`src/rtl/core_sequencer_pkg.sv`:
```
// Shared definitions for the core sequencer and the decode bundle.
// Execution-state and op-code encodings live here so both sides agree on them.
package core_sequencer_pkg;

  typedef enum logic [1:0] {
    CORE_S   = 2'd0,
    STALL_S  = 2'd1,
    BRANCH_S = 2'd2
  } core_state_t;

  typedef enum logic [2:0] {
    INC = 3'd0,
    DEC = 3'd1,
    PSH = 3'd2,
    POP = 3'd3,
    MVR = 3'd4,
    MVL = 3'd5,
    CBF = 3'd6,
    CBB = 3'd7
  } op_code_t;

  localparam int STALL_CNT_W = 4;

endpackage

```
`src/rtl/core_sequencer_brace_depth_counter.sv`:
```
// Saturating up/down brace-nesting counter with synchronous clear,
// zero flag and a sticky overflow flag raised when an increment hits saturation.
module brace_depth_counter #(
  parameter int DEPTH_W = 8
) (
  input  logic               clk,
  input  logic               rst_n,
  input  logic               en,
  input  logic               clr,
  input  logic               up,
  input  logic               down,
  output logic [DEPTH_W-1:0] depth,
  output logic               zero,
  output logic               overflow_err
);

  always_ff @(posedge clk or negedge rst_n) begin
    if (!rst_n) begin
      depth        <= '0;
      overflow_err <= 1'b0;
    end else if (clr) begin
      depth <= '0;
    end else if (en && up) begin
      // Saturated: hold the count and latch the error until reset.
      if (&depth) overflow_err <= 1'b1;
      else        depth        <= depth + 1'b1;
    end else if (en && down && (depth != '0)) begin
      depth <= depth - 1'b1;
    end
  end

  assign zero = (depth == '0);

endmodule

```
`src/rtl/core_sequencer.sv`:
```
// Execution-state sequencer: turns decode state/pc_write requests into
// cycle-accurate CORE/STALL/BRANCH sequencing and gates decode side effects.
module core_sequencer
  import core_sequencer_pkg::*;
#(
  parameter int DEPTH_W      = 8,
  parameter int STALL_CYCLES = 1
) (
  input  logic               clk,
  input  logic               rst_n,
  input  logic               instr_valid,
  input  logic [2:0]         instruction,
  input  logic [1:0]         req_state,
  input  logic               req_pc_write,
  output logic [1:0]         seq_state,
  output logic               core_en,
  output logic               pc_write,
  output logic [DEPTH_W-1:0] depth,
  output logic               overflow_err
);

  localparam logic [STALL_CNT_W-1:0] STALL_LOAD = STALL_CNT_W'(STALL_CYCLES - 1);

  core_state_t            state, state_nxt;
  logic [STALL_CNT_W-1:0] stall_cnt;
  logic                   stall_load, stall_dec;
  logic                   dc_en, dc_clr, dc_up, dc_down, dc_zero;
  logic                   core_en_c, pc_write_c;
  logic [DEPTH_W-1:0]     dc_depth;

  always_ff @(posedge clk or negedge rst_n) begin
    if (!rst_n) begin
      state     <= CORE_S;
      stall_cnt <= '0;
    end else begin
      state <= state_nxt;
      if (stall_load)     stall_cnt <= STALL_LOAD;
      else if (stall_dec) stall_cnt <= stall_cnt - 1'b1;
    end
  end

  always_comb begin
    state_nxt  = state;
    core_en_c  = 1'b0;
    pc_write_c = 1'b0;
    stall_load = 1'b0;
    stall_dec  = 1'b0;
    dc_clr     = 1'b0;
    dc_up      = 1'b0;
    dc_down    = 1'b0;
    case (state)
      CORE_S: begin
        core_en_c  = instr_valid;
        pc_write_c = instr_valid & req_pc_write;
        if (instr_valid) begin
          case (req_state)
            2'(STALL_S): begin
              state_nxt  = STALL_S;
              stall_load = 1'b1;
            end
            2'(BRANCH_S): begin
              state_nxt = BRANCH_S;
              dc_clr    = 1'b1;
            end
            default: state_nxt = CORE_S;
          endcase
        end
      end
      STALL_S: begin
        // The stalled instruction retires in the last stall cycle.
        pc_write_c = (stall_cnt == '0);
        if (stall_cnt == '0) state_nxt = CORE_S;
        else                 stall_dec = 1'b1;
      end
      BRANCH_S: begin
        pc_write_c = instr_valid;
        if (instr_valid) begin
          if (instruction == CBF) dc_up = 1'b1;
          if (instruction == CBB) begin
            if (dc_zero) begin
              state_nxt = CORE_S;
              dc_clr    = 1'b1;
            end else begin
              dc_down = 1'b1;
            end
          end
        end
      end
      default: state_nxt = CORE_S;
    endcase
  end

  assign dc_en = (state == BRANCH_S) & instr_valid;

  brace_depth_counter #(
    .DEPTH_W (DEPTH_W)
  ) u_depth (
    .clk          (clk),
    .rst_n        (rst_n),
    .en           (dc_en),
    .clr          (dc_clr),
    .up           (dc_up),
    .down         (dc_down),
    .depth        (dc_depth),
    .zero         (dc_zero),
    .overflow_err (overflow_err)
  );

  assign seq_state = state;
  assign depth     = (state == BRANCH_S) ? dc_depth : '0;
  assign core_en   = rst_n & core_en_c;
  assign pc_write  = rst_n & pc_write_c;

endmodule

```
`config.mk`:
```
export PLATFORM = sky130hd
export DESIGN_NAME = core_sequencer
export DESIGN_NICKNAME = d
export VERILOG_FILES = /design/src/rtl/core_sequencer_pkg.sv /design/src/rtl/core_sequencer_brace_depth_counter.sv /design/src/rtl/core_sequencer.sv
export SDC_FILE = /design/constraint.sdc
export NUM_CORES = 1
export LEC_CHECK = 0
export ABC_AREA = 1
export BUFFER_PORTS_ARGS = -buffer_cell sky130_fd_sc_hd__buf_4
export CELL_PAD_IN_SITES_DETAIL_PLACEMENT = 1
export CELL_PAD_IN_SITES_GLOBAL_PLACEMENT = 1
export CORE_MARGIN = 5
export CORE_UTILIZATION = 42
export CTS_CLUSTER_SIZE = 28
export DETAILED_ROUTE_END_ITERATION = 10
export HOLD_SLACK_MARGIN = 0.05
export PLACE_DENSITY_LB_ADDON = 0.15
export SLEW_MARGIN = 20
export SYNTH_ARGS = -nofsm -noshare
export SYNTH_HDL_FRONTEND = slang
export SYNTH_SLANG_ARGS = --single-unit
export TNS_END_PERCENT = 20
```
`constraint.sdc`:
```
create_clock -name clk -period 4.9 [get_ports clk]
set_input_delay 0.49 -clock clk [delete_from_list [all_inputs] [get_ports clk]]
set_output_delay 0.49 -clock clk [all_outputs]
set_load 0.05 [all_outputs]
```
==> results by group <==
STA
  • Max Slew Vio Count: 0
  • Final setup fails: 0
  • Final hold vios: 0
  • RSZ-0062 raised after global routing: false
  • Worst-margin pin slew: 0.301 ns
  • Worst slew margin: 79.9%
  • Fin crit share: 45.6%
  • Max Clock Freq: 447 MHz
  • Minimum clock period: 2.23 ns
  • Setup Skew: 0.00410 ns
  • Final TNS setup: 0 ns

Drt
  • Drt initial violations: 15
  • Post-route DRC: 0
  • Metal3 WL: 78 um
  • WL final: 3360 um
  • WL met1: 1360 um
  • Wire per inst: 12.9 um
  • Met2 wire len: 1870 um
  • Vias/cell: 5.08
  • Post-route ant nets: 0
  • Highest routed metal layer: met4
  • Drt pass-1 iters: 4
  • Via total after detailed routing: 1321

Setup path
  • CP arrival: 1.74 ns
  • Slowest-stage cell, CP: dlygate4sd3_1
  • CP Capture Type: output port
  • FF-to-FF setup slack: 2.80 ns
  • Most frequent cell on the critical path: buf_4
  • Worst R2R Start: seq_state[0]$_DFFE_PN0P_
  • CP cell instances: dlygate4sd3_1 -> buf_4 -> inv_1 -> nor3_1 -> buf_4
  • CP Class: in2out
  • Startpoint types: input pin
  • Setup crit end: core_en
  • Worst Path Required: 4.41 ns
  • Crit path max fanout: 16
  • Register-to-Register Path Depth: 12
  • Slowest cell delay on critical path: 0.52 ns
  • Crit path launch: rst_n
  • Reg-to-Reg End: u_depth.depth[4]$_DFFE_PN0P_

Clock tree
  • CTS tree: built
  • CTS buffer count: 3
  • H-tree depth: 1
  • Clock sink total: 15
  • Postcts setup bufs: 0
  • CTS root buf: clkbuf_4
  • Clock latency on the worst-skew pair: 0.29 ns
  • Longest Clk Path Bufs: 2
  • Cts repair resizes: 0
  • Hold_buf cts: 1
  • Worst-path clk slew: 0.09 ns

Floorplanning
  • Die area: 4300 um2
  • Die W: 65.6 um
  • Row count: 20
  • Starting Density: 43.2%
  • Die height: 65.6 um
  • Total core area: 3000 um2
  • I/O pin count: 22

Status
  • Status: finished, final reports clean

Logic synthesis
  • Synth cell types: 24
  • Sequential area share after synthesis: 28.9%
  • Syn nets: 218
  • Mapped Area: 1300 um2
  • Mean Syn Cell Area: 6.46 um2
  • Ys Warns: 0
  • Synthesized flop and latch total: 15
  • Cells after Synth: 201

Placement
  • Dpl cells: 255
  • Buffers on Ports: 21
  • DP HPWL: 2830 um
  • GPL Wtd Cong: 0.822

Global route
  • First-pass GRT wire length: 5730 um
  • Global Route Usage Sum: 16.8%
  • Vias in the first global route: 1319
  • Largest net degree at the start of global routing: 17
  • Initial antenna violation count: 0
  • GRT overflow: 0

Pwr
  • Switching part of the total: 56.3%
  • Worst VDD drop: 223 uV
  • P_int: 0.440 mW
  • Leakage: 0.913 nW
  • Seq pwr share: 23.4%
  • Comb pwr share: 69.3%
  • Power density over the cells: 657 nW/um2
  • NetSw: 0.567 mW
  • Clk pwr share: 7.2%

Layout
  • Proportion of layout cells with a drive suffix above 1: 16.3%
  • Ant. Diodes: 0
  • Area grow syn2layout: 18.1%
  • Filler cell count: 439
  • Final nets: 245
  • Non-filler cells, final: 260

Run
  • Max_cap viols: 0

Hold path
  • Hold Path Class: reg2reg
  • WHS Path Cells: 1
[through the flow]
stage	util [%]	setup slack (ns)	cell area, um2	hold slack, ns	total power, mW
2_1_floorplan	-	2.51	1300	0.194	0.757
3_3_place_gp	49.8	2.83	1500	0.358	0.910
3_5_place_dp	49.8	2.70	1500	0.363	0.942
4_1_cts	51.0	2.64	1530	0.486	1.02
5_1_grt	51.0	2.57	1530	0.508	1.11
6_report	51.0	2.67	1530	0.483	1.01
[worst max-delay path, delay by kind of cell]
kind | cells | cell delay, ns
buffers and inverters | 4 | 1.06
AND/OR/NAND/NOR | 1 | 0.19
[cell type report]
cell class,instances,area [um2],share of cell area [%]
clock buffers,4,26.3,1.71
inverters,38,143,9.31
multi-input cells,148,779,50.9
flip-flops and latches,15,375,24.5
well taps,33,41.3,2.69
repair buffers,22,168,10.9
[cells in the final DEF, fill, tap and decap left out]
cell type       n
a21oi_1         4
a21oi_4         1
a22oi_1         1
a31oi_1         1
buf_4          21
clkbuf_1        1
clkbuf_4        3
dfrtp_1        15
dlygate4sd3_1   1
fa_1            1
ha_1            7
inv_1          35
inv_2           3
nand2_1        65
nand2_2         1
nand2_4         2
nand3_1        21
nand3_4         1
nand4_1         5
nor2_1         24
nor2_8          1
nor3_1          2
o21ai_0         3
o21ai_2         1
o22ai_1         1
or2_2           3
xnor2_1         2
xor2_1          1
[flip-flops by register name, indices dropped and copies added (netlist names)]
name,cells
stall_cnt,4
u_depth.overflow_err,1
u_depth.depth,8
seq_state,2
[power by group through the flow]
stage               Sequential, mW  Combinational, mW  Clock (mW)
floorplan                    0.234              0.523           0
global placement             0.235              0.675           0
detailed placement           0.239              0.703           0
CTS                          0.236              0.707      0.0755
global route                 0.245              0.786      0.0796
finish                       0.236              0.698      0.0728
[routing by layer]
layer | vias up | GRT usage, %
met5 | - | 0
met4 | 0 | 5.44
met3 | 4 | 1.20
met2 | 16 | 33.9
met1 | 626 | 18.2
li1 | 675 | -
[how the worst min path moves through the flow]
stage	startpoint	endpoint	slack [ns]
finish	u_depth.overflow_err$_DFFE_PN0P_	u_depth.overflow_err$_DFFE_PN0P_	0.48
global route	u_depth.overflow_err$_DFFE_PN0P_	u_depth.overflow_err$_DFFE_PN0P_	0.51
CTS	u_depth.overflow_err$_DFFE_PN0P_	u_depth.overflow_err$_DFFE_PN0P_	0.49
detailed placement	rst_n	seq_state[1]$_DFFE_PN0P_	0.36
global placement	rst_n	seq_state[1]$_DFFE_PN0P_	0.36
floorplan	rst_n	seq_state[0]$_DFFE_PN0P_	0.19
[cells in the mapped netlist]
| cell | instances | area (um2) |
|---|---|---|
| ha_1 | 7 | 87.6 |
| a31oi_1 | 1 | 6.26 |
| fa_1 | 1 | 20.0 |
| nor2_1 | 24 | 90.1 |
| xnor2_1 | 2 | 17.5 |
| nor2_8 | 1 | 20.0 |
| nand3_1 | 21 | 105 |
| dfrtp_1 | 15 | 375 |
| nand4_1 | 5 | 31.3 |
| o22ai_1 | 1 | 6.26 |
| xor2_1 | 1 | 8.76 |
| o21ai_0 | 3 | 15.0 |
| nand3_4 | 1 | 17.5 |
| nor3_1 | 2 | 10.0 |
| inv_2 | 3 | 11.3 |
| nand2_4 | 2 | 22.5 |
| nand2_2 | 1 | 6.26 |
| or2_2 | 3 | 18.8 |
| nand2_1 | 65 | 244 |
| a21oi_1 | 4 | 20.0 |
| inv_1 | 35 | 131 |
| a22oi_1 | 1 | 7.51 |
| o21ai_2 | 1 | 8.76 |
| a21oi_4 | 1 | 16.3 |
[logic make-up (layout without fill, tap and decap cells)]
kind of cell    count (synthesis)  after routing  share of synthesized area [%]
simple gates                  125            125                           43.6
buf+inv                        38             64                           11.0
flops                          15             15                           28.9
compound gates                 12             12                           6.17
fa+ha+maj                       8              8                           8.29
xor+xnor                        3              3                           2.03
No activity file was read; power rests on OpenSTA's default activity.
